[config.mk]
export PLATFORM = sky130hd
export DESIGN_NAME = reaction_game_ctrl
export DESIGN_NICKNAME = d
export VERILOG_FILES = /design/src/rtl/game_pkg.sv /design/src/rtl/btn_sync_edge.sv /design/src/rtl/reaction_game_ctrl.sv
export SDC_FILE = /design/constraint.sdc
export NUM_CORES = 1
export LEC_CHECK = 0
export CORE_ASPECT_RATIO = 2
export CORE_UTILIZATION = 50
export DETAILED_ROUTE_END_ITERATION = 7
export HOLD_SLACK_MARGIN = 0.1
export PLACE_DENSITY = 0.79
export SYNTH_ARGS = -nofsm -noshare
export SYNTH_HDL_FRONTEND = slang
export SYNTH_HIERARCHICAL = 1
export SYNTH_SLANG_ARGS = --single-unit
[constraint.sdc]
create_clock -name clk -period 4.05 [get_ports clk]
set_clock_uncertainty 0.1 [all_clocks]
set_input_delay 0.81 -clock clk [delete_from_list [all_inputs] [get_ports clk]]
set_output_delay 0.81 -clock clk [all_outputs]
set_load 0.05 [all_outputs]
[src/rtl/game_pkg.sv]
// Shared types and constants for the reaction-timer game sequencer.
package game_pkg;

  typedef enum logic [2:0] {
    IDLE  = 3'd0,
    ARMED = 3'd1,
    GO    = 3'd2,
    DONE  = 3'd3,
    FOUL  = 3'd4
  } state_t;

  localparam logic [3:0]  BLANK_DIGIT       = 4'hF;
  // Right-shifting Galois form of x^16 + x^14 + x^13 + x^11 + 1
  localparam logic [15:0] LFSR_TAPS         = 16'hB400;
  localparam logic [15:0] DEFAULT_LFSR_SEED = 16'hACE1;

  function automatic logic [15:0] lfsr_step(input logic [15:0] cur);
    lfsr_step = {1'b0, cur[15:1]} ^ (cur[0] ? LFSR_TAPS : 16'h0000);
  endfunction

endpackage

[src/rtl/btn_sync_edge.sv]
// Synchronizes a raw asynchronous button and emits a one-cycle pulse on each press.
module btn_sync_edge #(
  parameter int SYNC_STAGES = 2
) (
  input  logic clk,
  input  logic reset,
  input  logic btn,
  output logic pulse
);

  logic [SYNC_STAGES-1:0] sync;
  logic                   level;
  logic                   level_d;

  // level/level_d form the edge detector behind the synchronizer chain
  always_ff @(posedge clk or posedge reset) begin
    if (reset) begin
      sync    <= '0;
      level   <= 1'b0;
      level_d <= 1'b0;
      pulse   <= 1'b0;
    end else begin
      sync    <= {sync[SYNC_STAGES-2:0], btn};
      level   <= sync[SYNC_STAGES-1];
      level_d <= level;
      pulse   <= level & ~level_d;
    end
  end

endmodule

[src/rtl/reaction_game_ctrl.sv]
// Round sequencer for the reaction timer: random arm delay, GO, BCD tenths count, result hold.
module reaction_game_ctrl
  import game_pkg::*;
#(
  parameter int          DELAY_MIN_TICKS = 10,
  parameter int          DELAY_BITS      = 5,
  parameter int          SYNC_STAGES     = 2,
  parameter logic [15:0] LFSR_SEED       = DEFAULT_LFSR_SEED
) (
  input  logic       clk,
  input  logic       reset,
  input  logic       tick,
  input  logic       start_btn,
  input  logic       stop_btn,
  output logic [3:0] tens,
  output logic [3:0] ones,
  output logic       go_led,
  output logic       foul,
  output logic       overflow,
  output logic       busy
);

  localparam int DCNT_W = $clog2(DELAY_MIN_TICKS + (1 << DELAY_BITS));

  state_t            state;
  logic [15:0]       lfsr;
  logic [DCNT_W-1:0] delay_cnt;
  logic [DCNT_W-1:0] delay_load;
  logic              start_p;
  logic              stop_p;

  btn_sync_edge #(.SYNC_STAGES(SYNC_STAGES)) u_start (
    .clk   (clk),
    .reset (reset),
    .btn   (start_btn),
    .pulse (start_p)
  );

  btn_sync_edge #(.SYNC_STAGES(SYNC_STAGES)) u_stop (
    .clk   (clk),
    .reset (reset),
    .btn   (stop_btn),
    .pulse (stop_p)
  );

  assign delay_load = DCNT_W'(DELAY_MIN_TICKS) + DCNT_W'(lfsr[DELAY_BITS-1:0]);

  always_ff @(posedge clk or posedge reset) begin
    if (reset) begin
      lfsr <= LFSR_SEED;
    end else begin
      lfsr <= lfsr_step(lfsr);
    end
  end

  // tens/ones double as the live BCD counter while in GO and DONE
  always_ff @(posedge clk or posedge reset) begin
    if (reset) begin
      state     <= IDLE;
      delay_cnt <= '0;
      tens      <= BLANK_DIGIT;
      ones      <= BLANK_DIGIT;
      go_led    <= 1'b0;
      foul      <= 1'b0;
      overflow  <= 1'b0;
      busy      <= 1'b0;
    end else begin
      case (state)
        IDLE, DONE, FOUL: begin
          if (start_p) begin
            state     <= ARMED;
            delay_cnt <= delay_load;
            tens      <= BLANK_DIGIT;
            ones      <= BLANK_DIGIT;
            go_led    <= 1'b0;
            foul      <= 1'b0;
            overflow  <= 1'b0;
            busy      <= 1'b1;
          end
        end
        ARMED: begin
          if (stop_p) begin
            state <= FOUL;
            foul  <= 1'b1;
            busy  <= 1'b0;
          end else if (tick) begin
            if (delay_cnt == DCNT_W'(1)) begin
              state  <= GO;
              go_led <= 1'b1;
              tens   <= 4'd0;
              ones   <= 4'd0;
            end else begin
              delay_cnt <= delay_cnt - DCNT_W'(1);
            end
          end
        end
        GO: begin
          // A stop in the same cycle as a tick freezes the count before that tick
          if (stop_p) begin
            state  <= DONE;
            go_led <= 1'b0;
            busy   <= 1'b0;
          end else if (tick) begin
            if (tens == 4'd9 && ones == 4'd9) begin
              state    <= DONE;
              overflow <= 1'b1;
              go_led   <= 1'b0;
              busy     <= 1'b0;
            end else if (ones == 4'd9) begin
              ones <= 4'd0;
              tens <= tens + 4'd1;
            end else begin
              ones <= ones + 4'd1;
            end
          end
        end
        default: begin
          state    <= IDLE;
          tens     <= BLANK_DIGIT;
          ones     <= BLANK_DIGIT;
          go_led   <= 1'b0;
          foul     <= 1'b0;
          overflow <= 1'b0;
          busy     <= 1'b0;
        end
      endcase
    end
  end

endmodule

==> impl_metrics.env <==
export IMPL_max_cap_viol_count=0
export IMPL_min_path_cells=0
export IMPL_power_leakage_uw=0.00109
export IMPL_grt_pass1_wl_um=6930
export IMPL_start_util_pct=52.7
export IMPL_root_buffer="clkbuf_8"
export IMPL_synthesis_nets=196
export IMPL_critPathLaunch="ones[1]"
export IMPL_cp_num_cells=1
export IMPL_grtUsageMet2_pct=36.9
export IMPL_rows=33
export IMPL_crit_required_ps=3140
export IMPL_yosysMostFrequentCell="dfrtp_1"
export IMPL_die_w_um=48.9
export IMPL_syn_inst=186
export IMPL_dp_hpwl_um=3000
export IMPL_yosysWarnings=6
export IMPL_ff2ff_setup_slack_ps=1950
export IMPL_timing_rr_end="tens[2]"
export IMPL_slowest_delay_ps=810
export IMPL_crit_buf_inv=1
export IMPL_vdd_drop_max_v=0.000353
export IMPL_synth_seq_cells=47
export IMPL_max_slew_margin_pct=25.0
export IMPL_timing_fmax_mhz=382
export IMPL_finalWorstSetupSlack_ps=1440
export IMPL_critPathKind="flop to primary output"
export IMPL_cpMaxStageDelayCell="clkdlybuf4s50_1"
export IMPL_via_per_inst=5.93
export IMPL_drive_above_1_share_pct=20.6
export IMPL_clock_path_buffers=2
export IMPL_tritoncts="built"
export IMPL_synth_cell_type_count=53
export IMPL_synthFlopType="dfrtp_1"
export IMPL_grtUsageMet3_pct=3.00
export IMPL_synth_edf_count=0
export IMPL_io_pins=17
export IMPL_cts_hold_buf=0
export IMPL_wl_per_cell_um=16.3
export IMPL_crit_arrival_ps=1700
export IMPL_grt_pass1_vias=1553
export IMPL_grt_use_met1_pct=20.4
export IMPL_totalWireLength_um=4170
export IMPL_dieArea_sq_um=4680
export IMPL_setup_viol=0
export IMPL_synth_top_area_cell="dfrtp_1"
export IMPL_antenna_found_initial=0
export IMPL_cts_sinks=47
export IMPL_cts_setup_buffers=0
export IMPL_worst_setup_path_start_kind="flop"
export IMPL_hold_path_class="flop to flop"
export IMPL_port_buffers=16
export IMPL_vias=1517
export IMPL_end_kind="primary output"
export IMPL_die_y_um=95.8
export IMPL_area_growth_pct=13.6
export IMPL_hold_violations=0
export IMPL_nets=213
export IMPL_worst_pin_slew_ps=1120
export IMPL_endpoint="ones[1]"
export IMPL_crit_fanout=7
export IMPL_avgSynthCellArea_sq_um=11.8
export IMPL_ctsResizeCount=0
export IMPL_core_area_sq_um=4170
export IMPL_outcome="complete, no violations"
export IMPL_grt_max_degree=31
export IMPL_yosysSeqAreaShare_pct=54.4
export IMPL_antenna_cells=0
export IMPL_overflow=0
export IMPL_first_pass_iters=4
export IMPL_place_congestion=0.862
export IMPL_rsz0062_at_grt="false"
export IMPL_h_tree_depth=2
export IMPL_r2r_cells=6
export IMPL_dp_slack_ps=1440
export IMPL_ant_nets=0
export IMPL_post_route_min_period_ps=2610
export IMPL_clock_latency_ps=290
export IMPL_grt_use_total_pct=20.0
export IMPL_grt_busiest_layer="met2"
export IMPL_critPathTopFamily="buffers and inverters"
export IMPL_synth_area_leaders="dfrtp_1 35%, dfstp_2 19%, a21oi_1 3.0%"
export IMPL_r2r_start="tens[1]"
export IMPL_synth_top_area_share_pct=35.3
export IMPL_power_density_nw_per_um2=676
export IMPL_drc_errors=0
export IMPL_cts_buffers=5
export IMPL_fin_crit_sh_pct=64.6
export IMPL_initialDrtViolationCount=36
export IMPL_yosys_top_cells_count="31 x dfrtp_1, 16 x dfstp_2, 13 x a21oi_1"
export IMPL_worstPathCellList="clkdlybuf4s50_1"
export IMPL_setup_tns_ps=0
export IMPL_synthArstFlopShare_pct=100
export IMPL_clk_pin_slew_worst_paths_ps=80
export IMPL_netlist_area_sq_um=2200
export IMPL_drv_slew=0
sequential cells by signal (all words and copies together) (netlist names), 2 cells and up:
register / flops
delay_cnt: 6
lfsr: 16
ones: 4
state: 3
tens: 4
u_start/sync: 2
u_stop/sync: 2
logic make-up (layout without fill, tap and decap cells):
kind of cell	Yosys count	in the layout	share of synthesized area, %
AOI/OAI and AO/OA	53	53	18.8
and+or+nand+nor	51	51	14.5
DFF	47	47	54.4
buffers and inverters	18	36	4.21
xor gates and xnor gates	7	7	2.79
adders and majority gates	5	5	2.85
muxes	5	5	2.45
report_power, final:
group          switching (uW)  internal [uW]
combinational             387            258
sequential                116            581
clock                     146            200
layout by cell type (no fill, tap or decap), drive strengths merged, types with 5 or more instances in the layout:
| master | netlist | routed |
|---|---|---|
| nand3 | 5 | 5 |
| nand2 | 12 | 12 |
| o21ai | 5 | 5 |
| nor2 | 9 | 9 |
| dfstp | 16 | 16 |
| clkdlybuf4s50 | 0 | 16 |
| inv | 11 | 11 |
| dfrtp | 31 | 31 |
| clkbuf | 2 | 6 |
| a21oi | 13 | 13 |
| ha | 5 | 5 |
worst min path at each step:
stage / start / to / slack, ps
after floorplan: lfsr[9] / lfsr[8] / 230
after global placement: u_stop/sync[1] / u_stop/level / 230
after detailed placement: u_start/sync[1] / u_start/level / 230
after CTS: u_start/sync[1] / u_start/level / 260
after global routing: u_stop/sync[0] / u_stop/sync[1] / 260
final: u_start/sync[1] / u_start/level / 250
per-layer routing:
metal	vias up	part of all wire (%)
met5	-	0
met4	0	4.0
met3	15	2.3
met2	39	55
met1	755	38
li1	708	-
metrics by stage:
step / hold WS [ps] / instance area, sq um / cells / util, % / total power (uW)
after floorplan: 231 / 2200 / 186 / - / 1170
after global placement: 235 / 2380 / 248 / 57.1 / 1330
after detailed placement: 235 / 2380 / 248 / 57.1 / 1350
after CTS: 255 / 2500 / 256 / 59.9 / 1710
after global routing: 259 / 2500 / 256 / 59.9 / 1790
final: 252 / 2500 / 256 / 59.9 / 1690
cell type report:
cell class / instances / area, sq um
repair buffers: 17 / 168
inverters: 11 / 41.3
well taps: 52 / 65.1
clock buffers: 6 / 82.6
flip-flops and latches: 47 / 1200
fillers: 338 / 1670
clock inverters: 2 / 35.0
multi-input cells: 121 / 910
Note: power is estimated with default switching activity, not from simulation.
